==> config.mk <==
export PLATFORM = sky130hd
export DESIGN_NAME = memory_stage
export DESIGN_NICKNAME = d
export VERILOG_FILES = /design/src/rtl/mem_stage_pkg.sv /design/src/rtl/dmem_access_fsm.sv /design/src/rtl/memory_stage.sv
export SDC_FILE = /design/constraint.sdc
export NUM_CORES = 1
export LEC_CHECK = 0
export ABC_AREA = 1
export BUFFER_PORTS_ARGS = -buffer_cell sky130_fd_sc_hd__buf_2
export CAP_MARGIN = 10
export CORE_ASPECT_RATIO = 1.4
export CORE_UTILIZATION = 50
export CTS_BUF_LIST = sky130_fd_sc_hd__clkbuf_8
export DETAILED_ROUTE_END_ITERATION = 12
export PLACE_DENSITY = 0.91
export SLEW_MARGIN = 0
export SYNTH_ARGS = -nofsm -noshare
export SYNTH_HDL_FRONTEND = slang
export SYNTH_SLANG_ARGS = --single-unit
==> constraint.sdc <==
create_clock -name clk -period 1.9 [get_ports clk]
set_input_delay 0.285 -clock clk [delete_from_list [all_inputs] [get_ports clk]]
set_output_delay 0.285 -clock clk [all_outputs]
set_load 0.02 [all_outputs]
==> src/rtl/mem_stage_pkg.sv <==
// Shared types and default widths for the CPU memory stage and its access FSM.
package mem_stage_pkg;

  localparam int DEF_DATA_W = 16;
  localparam int DEF_ADDR_W = 16;
  localparam int DEF_RD_W   = 4;

  typedef enum logic {
    IDLE   = 1'b0,
    ACCESS = 1'b1
  } mem_state_t;

  typedef struct packed {
    logic                  wbs;
    logic [DEF_DATA_W-1:0] calcData;
    logic                  ni;
    logic [DEF_RD_W-1:0]   rd;
  } mem_wb_fields_t;

  function automatic logic is_mem_op(input logic mre, input logic mwe);
    return mre | mwe;
  endfunction

endpackage

==> src/rtl/dmem_access_fsm.sv <==
// Data-memory access sequencer: issues one registered req per load/store, holds it until ready.
// Stall is combinational: asserted on presentation and while the memory has not answered.
module dmem_access_fsm
  import mem_stage_pkg::*;
#(
  parameter int DATA_W = DEF_DATA_W,
  parameter int ADDR_W = DEF_ADDR_W
) (
  input  logic              clk,
  input  logic              rst,
  input  logic              valid_in,
  input  logic              mre_in,
  input  logic              mwe_in,
  input  logic [ADDR_W-1:0] addr_in,
  input  logic [DATA_W-1:0] wdata_in,
  input  logic              dmem_ready,
  output mem_state_t        state,
  output logic              stall_out,
  output logic              dmem_req,
  output logic              dmem_we,
  output logic [ADDR_W-1:0] dmem_addr,
  output logic [DATA_W-1:0] dmem_wdata,
  output logic              done
);

  logic issue;

  assign issue     = (state == IDLE) && valid_in && is_mem_op(mre_in, mwe_in);
  assign done      = (state == ACCESS) && dmem_ready;
  assign stall_out = (state == IDLE) ? issue : !dmem_ready;

  always_ff @(posedge clk) begin
    if (rst) begin
      state      <= IDLE;
      dmem_req   <= 1'b0;
      dmem_we    <= 1'b0;
      dmem_addr  <= '0;
      dmem_wdata <= '0;
    end else begin
      case (state)
        IDLE: begin
          // A set write enable wins when both enables are asserted.
          if (issue) begin
            state      <= ACCESS;
            dmem_req   <= 1'b1;
            dmem_we    <= mwe_in;
            dmem_addr  <= addr_in;
            dmem_wdata <= wdata_in;
          end
        end
        ACCESS: begin
          if (dmem_ready) begin
            state    <= IDLE;
            dmem_req <= 1'b0;
          end
        end
        default: begin
          state    <= IDLE;
          dmem_req <= 1'b0;
        end
      endcase
    end
  end

endmodule

==> src/rtl/memory_stage.sv <==
// CPU memory stage: ALU ops retire in 1 cycle, loads/stores in 2+ cycles with upstream stall.
// Optional MEM_STALL_CNT_EN adds a saturating stall_cnt output counting stalled edges.
module memory_stage
  import mem_stage_pkg::*;
#(
  parameter int DATA_W = DEF_DATA_W,
  parameter int ADDR_W = DEF_ADDR_W,
  parameter int RD_W   = DEF_RD_W
) (
  input  logic              clk,
  input  logic              rst,
  input  logic              valid_in,
  input  logic              wbs_in,
  input  logic              mre_in,
  input  logic              mwe_in,
  input  logic [DATA_W-1:0] calcData_in,
  input  logic [DATA_W-1:0] writeData_in,
  input  logic              ni_in,
  input  logic [RD_W-1:0]   rd_in,
  output logic              stall_out,
  output logic              dmem_req,
  output logic              dmem_we,
  output logic [ADDR_W-1:0] dmem_addr,
  output logic [DATA_W-1:0] dmem_wdata,
  input  logic [DATA_W-1:0] dmem_rdata,
  input  logic              dmem_ready,
`ifdef MEM_STALL_CNT_EN
  output logic [15:0]       stall_cnt,
`endif
  output logic              valid_out,
  output logic              wbs_out,
  output logic [DATA_W-1:0] memData_out,
  output logic [DATA_W-1:0] calcData_out,
  output logic              ni_out,
  output logic [RD_W-1:0]   rd_out
);

  mem_state_t     state;
  logic           done;
  mem_wb_fields_t cap;

  dmem_access_fsm #(
    .DATA_W(DATA_W),
    .ADDR_W(ADDR_W)
  ) u_fsm (
    .clk        (clk),
    .rst        (rst),
    .valid_in   (valid_in),
    .mre_in     (mre_in),
    .mwe_in     (mwe_in),
    .addr_in    (calcData_in[ADDR_W-1:0]),
    .wdata_in   (writeData_in),
    .dmem_ready (dmem_ready),
    .state      (state),
    .stall_out  (stall_out),
    .dmem_req   (dmem_req),
    .dmem_we    (dmem_we),
    .dmem_addr  (dmem_addr),
    .dmem_wdata (dmem_wdata),
    .done       (done)
  );

  always_ff @(posedge clk) begin
    if (rst) begin
      cap          <= '0;
      valid_out    <= 1'b0;
      wbs_out      <= 1'b0;
      memData_out  <= '0;
      calcData_out <= '0;
      ni_out       <= 1'b0;
      rd_out       <= '0;
    end else begin
      valid_out <= 1'b0;
      if (state == IDLE) begin
        if (valid_in && !is_mem_op(mre_in, mwe_in)) begin
          valid_out    <= 1'b1;
          wbs_out      <= wbs_in;
          memData_out  <= '0;
          calcData_out <= calcData_in;
          ni_out       <= ni_in;
          rd_out       <= rd_in;
        end else if (valid_in) begin
          cap <= '{wbs: wbs_in, calcData: calcData_in, ni: ni_in, rd: rd_in};
        end else begin
          ni_out <= 1'b0;
        end
      end else if (done) begin
        // The access kind is recovered from the held request, not from upstream.
        valid_out    <= 1'b1;
        wbs_out      <= cap.wbs;
        memData_out  <= dmem_we ? '0 : dmem_rdata;
        calcData_out <= cap.calcData;
        ni_out       <= cap.ni;
        rd_out       <= cap.rd;
      end
    end
  end

`ifdef MEM_STALL_CNT_EN
  always_ff @(posedge clk) begin
    if (rst) begin
      stall_cnt <= '0;
    end else if (stall_out && (stall_cnt != 16'hFFFF)) begin
      stall_cnt <= stall_cnt + 16'd1;
    end
  end
`endif

endmodule

# Yosys cells after proc, flatten, opt, wreduce, memory -nomap -nowiden
# Cells that the tools add are included.
dict set report totals {
  word_cells 61
  latch_bits 0
  inputBits 60
  romBits 0
  output_inout_bits 74
  reg_bits 96
  ram_bits 0
  n_memories 0
}
dict set report classes {
  mul 0
  shift 0
  reduce_logical 12
  muxes 27
  n_div 0
  n_addsub 0
  magnitude_cmp 0
  n_bitwise 3
  eq_ne 4
}
# cell n
set op_table {}
lappend op_table {{16-bit 2-to-1 mux} 7}
lappend op_table {{1-bit 2-to-1 mux} 15}
lappend op_table {{4-bit 2-to-1 mux} 3}
lappend op_table {{2-bit AND reduction} 4}
lappend op_table {{1-bit logical AND} 4}
lappend op_table {{2-bit != test, second input constant} 2}
lappend op_table {{1-bit one-hot mux with 2 select lines} 2}
lappend op_table {{3-bit by 1-bit != test with 1-bit output, second input constant} 1}
lappend op_table {{3-bit AND reduction} 1}
lappend op_table {{1-bit logical NOT} 2}
lappend op_table {{2-bit by 1-bit != test with 1-bit output, second input constant} 1}
lappend op_table {{1-bit NOT} 2}
lappend op_table {{2-bit nonzero test} 1}
lappend op_table {{1-bit OR} 1}

# Logic depth before layout (Yosys ltp)
dict set report depth {
  depth_word 5
  depth_mapped 8
}

# Modules after synthesis
# Synthesis repeated with hierarchy kept, for this count alone.
dict set report unflattened {
  cells_unflattened 654
  area_unflattened_um2 4300.4
}
# mod seq_area_each_um2 cells_per_inst instances area_per_inst_um2
set by_module_without_submodules {}
lappend by_module_without_submodules {memory_stage 1221.2 429 1 2767.7}
lappend by_module_without_submodules {dmem_access_fsm 700.7 225 1 1532.7}

# Worst setup path before layout
# Ideal clock, no wire load.
dict set report synth_timing {
  path_type {register to output}
  from {register u_fsm.state}
  to {output port stall_out}
  path_slack_ns 0.649
  path_stages_with_launch 5
  path_buffers 1
  required_time_ns 1.615
  arrival_ns 0.966
  cell_sequence {dfxtp_1 -> buf_6 -> inv_2 -> or2_2 -> nand2_1}
}
dict set report synth_via {
  elab_chain_cells 4
}
# item line_no
set synth_rtl {}
lappend synth_rtl {{from (decl)} dmem_access_fsm.sv:17} ;# output mem_state_t state,
lappend synth_rtl {{from (signal assigned)} dmem_access_fsm.sv:34} ;# state <= IDLE;
lappend synth_rtl {{from (signal assigned)} dmem_access_fsm.sv:44} ;# state <= ACCESS;
lappend synth_rtl {{from (signal assigned)} dmem_access_fsm.sv:53} ;# state <= IDLE;
lappend synth_rtl {{1-bit NOT (no source line)} n/a}
lappend synth_rtl {{1-bit logical AND (2 in a row)} dmem_access_fsm.sv:28} ;# assign issue = (state == IDLE) && valid_in && is_mem_op(mre_in, mwe_in);
lappend synth_rtl {{1-bit 2-to-1 mux *} dmem_access_fsm.sv:30} ;# assign stall_out = (state == IDLE) ? issue : !dmem_ready;
lappend synth_rtl {{to (decl)} memory_stage.sv:20} ;# output logic stall_out,
# Mark *: on every way between the ends. The rest lies on a longest branch, timed or not.

# Worst setup path in the final report
# Same ends and word-level chain as after synthesis.

==> run_summary.xml <==
<?xml version="1.0" encoding="UTF-8"?>
<metrics>
  <group name="placement">
    <metric name="dp_hpwl" unit="µm">6130</metric>
    <metric name="gp_congestion" unit="">0.796</metric>
    <metric name="post-place-cells" unit="">694</metric>
    <metric name="io_buffers" unit="">133</metric>
  </group>
  <group name="cells_and_area">
    <metric name="mostFrequentLayoutCells" unit="">nand2_1, buf_2, dfxtp_1</metric>
    <metric name="diodes" unit="">0</metric>
    <metric name="final_common_cell" unit="">nand2_1</metric>
    <metric name="finish.cell_count_without_fillers" unit="">710</metric>
    <metric name="fin_nets" unit="">670</metric>
    <metric name="drive_gt1_frac" unit="">0.273</metric>
    <metric name="flow.area_growth_from_synthesis" unit="%">23.6</metric>
  </group>
  <group name="cts">
    <metric name="cts.sinks" unit="">96</metric>
    <metric name="cts.hold.buffers_added" unit="">0</metric>
    <metric name="max-clock-path-buffers" unit="">2</metric>
    <metric name="cts-resized-gates" unit="">0</metric>
    <metric name="clock_tree_from_tritoncts" unit="">done</metric>
    <metric name="clkLatencyLatePin" unit="ns">0.35</metric>
    <metric name="postCtsSetupBuffers" unit="">0</metric>
    <metric name="clk_pin_slew" unit="ns">0.09</metric>
    <metric name="htreeDepth" unit="">3</metric>
    <metric name="numCtsBuffers" unit="">9</metric>
    <metric name="cts_root_buffer" unit="">clkbuf_8</metric>
  </group>
  <group name="worst_setup_path">
    <metric name="required_time_at_the_endpoint_of_the_critical_path" unit="ns">1.62</metric>
    <metric name="setup.worst_path.end_class" unit="">output port</metric>
    <metric name="setup.worst_path.start_class" unit="">register</metric>
    <metric name="worst_r2r_endpoint" unit="">cap[7]$_SDFFE_PP0P_</metric>
    <metric name="timing.reg2reg.setup_slack" unit="ns">0.42</metric>
    <metric name="critical_path.max_fanout" unit="">9</metric>
    <metric name="rr_worst_depth" unit="">7</metric>
    <metric name="timing.critical_path.arrival" unit="ns">1.44</metric>
    <metric name="rr_startpoint" unit="">u_fsm.state$_SDFF_PP0_</metric>
    <metric name="critPathKind" unit="">register to output port</metric>
  </group>
  <group name="yosys">
    <metric name="synth_xor_xnor_area_share" unit="">0</metric>
    <metric name="yosys_most_used_dff" unit="">dfxtp_1</metric>
    <metric name="syn-cell-area" unit="µm²">3640</metric>
    <metric name="synth_top_family_by_area" unit="">simple AND/OR/NAND/NOR gates</metric>
    <metric name="syn_inst" unit="">484</metric>
    <metric name="postSynthNetCount" unit="">544</metric>
    <metric name="synth.yosys.warnings" unit="">0</metric>
    <metric name="synth_enable_flop_cells" unit="">0</metric>
    <metric name="synth.yosys.seq_area_share" unit="">0.528</metric>
    <metric name="synth-compound-area-share" unit="">0.0798</metric>
    <metric name="synth-async-reset-ratio" unit="">0</metric>
    <metric name="flop_and_latch_count_out_of_synthesis" unit="">96</metric>
    <metric name="synth-simple-area-share" unit="">0.330</metric>
    <metric name="synthDistinctLibCells" unit="">20</metric>
    <metric name="synth_top_cell_area_share" unit="">0.528</metric>
    <metric name="synthesized_area_fraction_occupied_by_adder_cells" unit="">0</metric>
    <metric name="synth.mux.area_fraction" unit="">0</metric>
    <metric name="synth.top_cells.by_area" unit="">dfxtp_1, nand2_1, a21oi_1, nor2_1, nand3_1</metric>
    <metric name="synth_top_cell_by_area" unit="">dfxtp_1</metric>
    <metric name="synthesis.area_per_instance" unit="µm²">7.52</metric>
  </group>
  <group name="grt">
    <metric name="grt_overflow" unit="">0</metric>
    <metric name="via_count_of_the_first_global_routing_pass" unit="">3222</metric>
    <metric name="largest_net_degree_at_the_start_of_global_routing" unit="">38</metric>
    <metric name="grt_pass1_wl" unit="µm">13800</metric>
    <metric name="grtUsageTotal" unit="">0.235</metric>
    <metric name="grt_antenna_before_repair" unit="">0</metric>
  </group>
  <group name="timing">
    <metric name="finish_stage_setup_viols" unit="">0</metric>
    <metric name="max_freq" unit="MHz">581</metric>
    <metric name="worst_hold_slack" unit="ns">0.118</metric>
    <metric name="worst_pin_slew" unit="ns">0.636</metric>
    <metric name="final.setup_skew" unit="ns">0.00640</metric>
    <metric name="finalCriticalPeriod" unit="ns">1.72</metric>
    <metric name="max_slew_margin" unit="">0.575</metric>
    <metric name="rsz0062_at_grt" unit="">false</metric>
    <metric name="number_of_pins_with_negative_max_slew_slack_in_the_final_report" unit="">0</metric>
    <metric name="fin_tns_setup" unit="ns">0</metric>
    <metric name="hold_viol" unit="">0</metric>
    <metric name="min_period_over_period" unit="">0.906</metric>
  </group>
  <group name="outcome">
    <metric name="run_status" unit="">complete, no violations</metric>
  </group>
  <group name="worst_hold_path">
    <metric name="worstHoldPathType" unit="">input port to register</metric>
    <metric name="hold_depth" unit="">3</metric>
    <metric name="worst_hold_path.endpoint" unit="">memData_out[12]$_SDFFE_PP0P_</metric>
    <metric name="worstHoldStart" unit="">dmem_rdata[12]</metric>
  </group>
  <group name="route">
    <metric name="route.vias.total" unit="">3503</metric>
    <metric name="via_per_inst" unit="">4.93</metric>
    <metric name="routed_wl" unit="µm">8600</metric>
    <metric name="routed_wire_length_per_instance" unit="µm">12.1</metric>
    <metric name="antenna_violating_nets_post_route" unit="">0</metric>
    <metric name="detail_route.iter0.violations" unit="">250</metric>
    <metric name="drt-pass1-iter-count" unit="">4</metric>
    <metric name="drc" unit="">0</metric>
  </group>
  <group name="die">
    <metric name="dieHeight" unit="µm">103</metric>
    <metric name="floorplan.die.width" unit="µm">74.1</metric>
    <metric name="core_area" unit="µm²">6980</metric>
    <metric name="row_count" unit="">36</metric>
    <metric name="die-area" unit="µm²">7630</metric>
    <metric name="top_level_pins" unit="">134</metric>
    <metric name="initial_core_util" unit="">0.521</metric>
  </group>
  <group name="power_and_ir_drop">
    <metric name="power_after_layout" unit="mW">4.04</metric>
    <metric name="pwr_density_cell" unit="nW/µm²">899</metric>
    <metric name="max-vdd-ir-drop" unit="V">0.000591</metric>
    <metric name="cellLeakagePower" unit="nW">2.36</metric>
  </group>
  <group name="job">
    <metric name="max_cap_violations" unit="">0</metric>
  </group>
</metrics>
registers in the layout, indices dropped and copies added (netlist names), 4 cells and up:
name and flops:
u_fsm.dmem_addr 16, rd_out 4, u_fsm.dmem_wdata 16, calcData_out 16, memData_out 16, cap 22
per-layer routing:
layer / GRT usage / share of wire / vias up
met1: 0.266 / 0.40 / 1595
li1: - / - / 1766
met2: 0.414 / 0.52 / 126
met5: 0 / 0 / -
met3: 0.0508 / 0.061 / 16
met4: 0.112 / 0.021 / 0
area by class of cell:
class,count,area [µm²]
Fill cell,609,2480
Sequential cell,96,1920
Multi-Input combinational cell,351,1490
Timing Repair Buffer,145,756
Clock buffer,12,165
Tap cell,95,119
Inverter,7,26.3
Clock inverter,4,20.0
synthesized netlist by cell type, types with 4 or more instances:
library cell	count
buf_6	7
buf_4	6
a21oi_1	36
nand2_1	211
dfxtp_1	96
o21ai_0	22
nand3b_1	4
nor2_1	48
nand3_1	22
clkbuf_1	6
buf_2	10
inv_1	5
critical path, stage by stage, from the launching register on:
cell and delay [ns]:
dfxtp_1 0.37, inv_2 0.10, or2_2 0.31, nand2_1 0.12, buf_2 0.18
kinds of logic (layout without fill, tap and decap cells):
logic type | after synthesis | after routing
AO/OA/AOI/OAI | 58 | 58
buffers and inverters | 37 | 168
flip-flops | 96 | 96
AND/OR/NAND/NOR | 293 | 293
report_power, final:
group          leakage, nW  internal [mW]  switching [mW]
Sequential           0.786           2.13          0.0608
Clock                0.101          0.572           0.647
Combinational         1.47          0.220           0.414
Total                 2.36           2.92            1.12
worst max path at each step:
stage | startpoint | to | slack (ns) | depth (start not counted)
after floorplan | u_fsm.state$_SDFF_PP0_ | stall_out | 0.65 | 4
after global placement | u_fsm.state$_SDFF_PP0_ | memData_out[12]$_SDFFE_PP0P_ | 0.48 | 6
after detailed placement | u_fsm.state$_SDFF_PP0_ | memData_out[6]$_SDFFE_PP0P_ | 0.41 | 6
after CTS | u_fsm.state$_SDFF_PP0_ | stall_out | 0.17 | 4
after global routing | u_fsm.state$_SDFF_PP0_ | stall_out | 0.09 | 4
final | u_fsm.state$_SDFF_PP0_ | stall_out | 0.18 | 4
stage by stage:
| stage | instance area [µm²] | setup slack (ns) | utilization |
|---|---|---|---|
| after global placement | 4310 | 0.484 | 0.618 |
| after CTS | 4500 | 0.168 | 0.644 |
| after global routing | 4500 | 0.0887 | 0.644 |
| after detailed placement | 4310 | 0.412 | 0.618 |
| final | 4500 | 0.179 | 0.644 |
| after floorplan | 3640 | 0.649 | - |
Note: power is estimated with default switching activity, not from simulation.
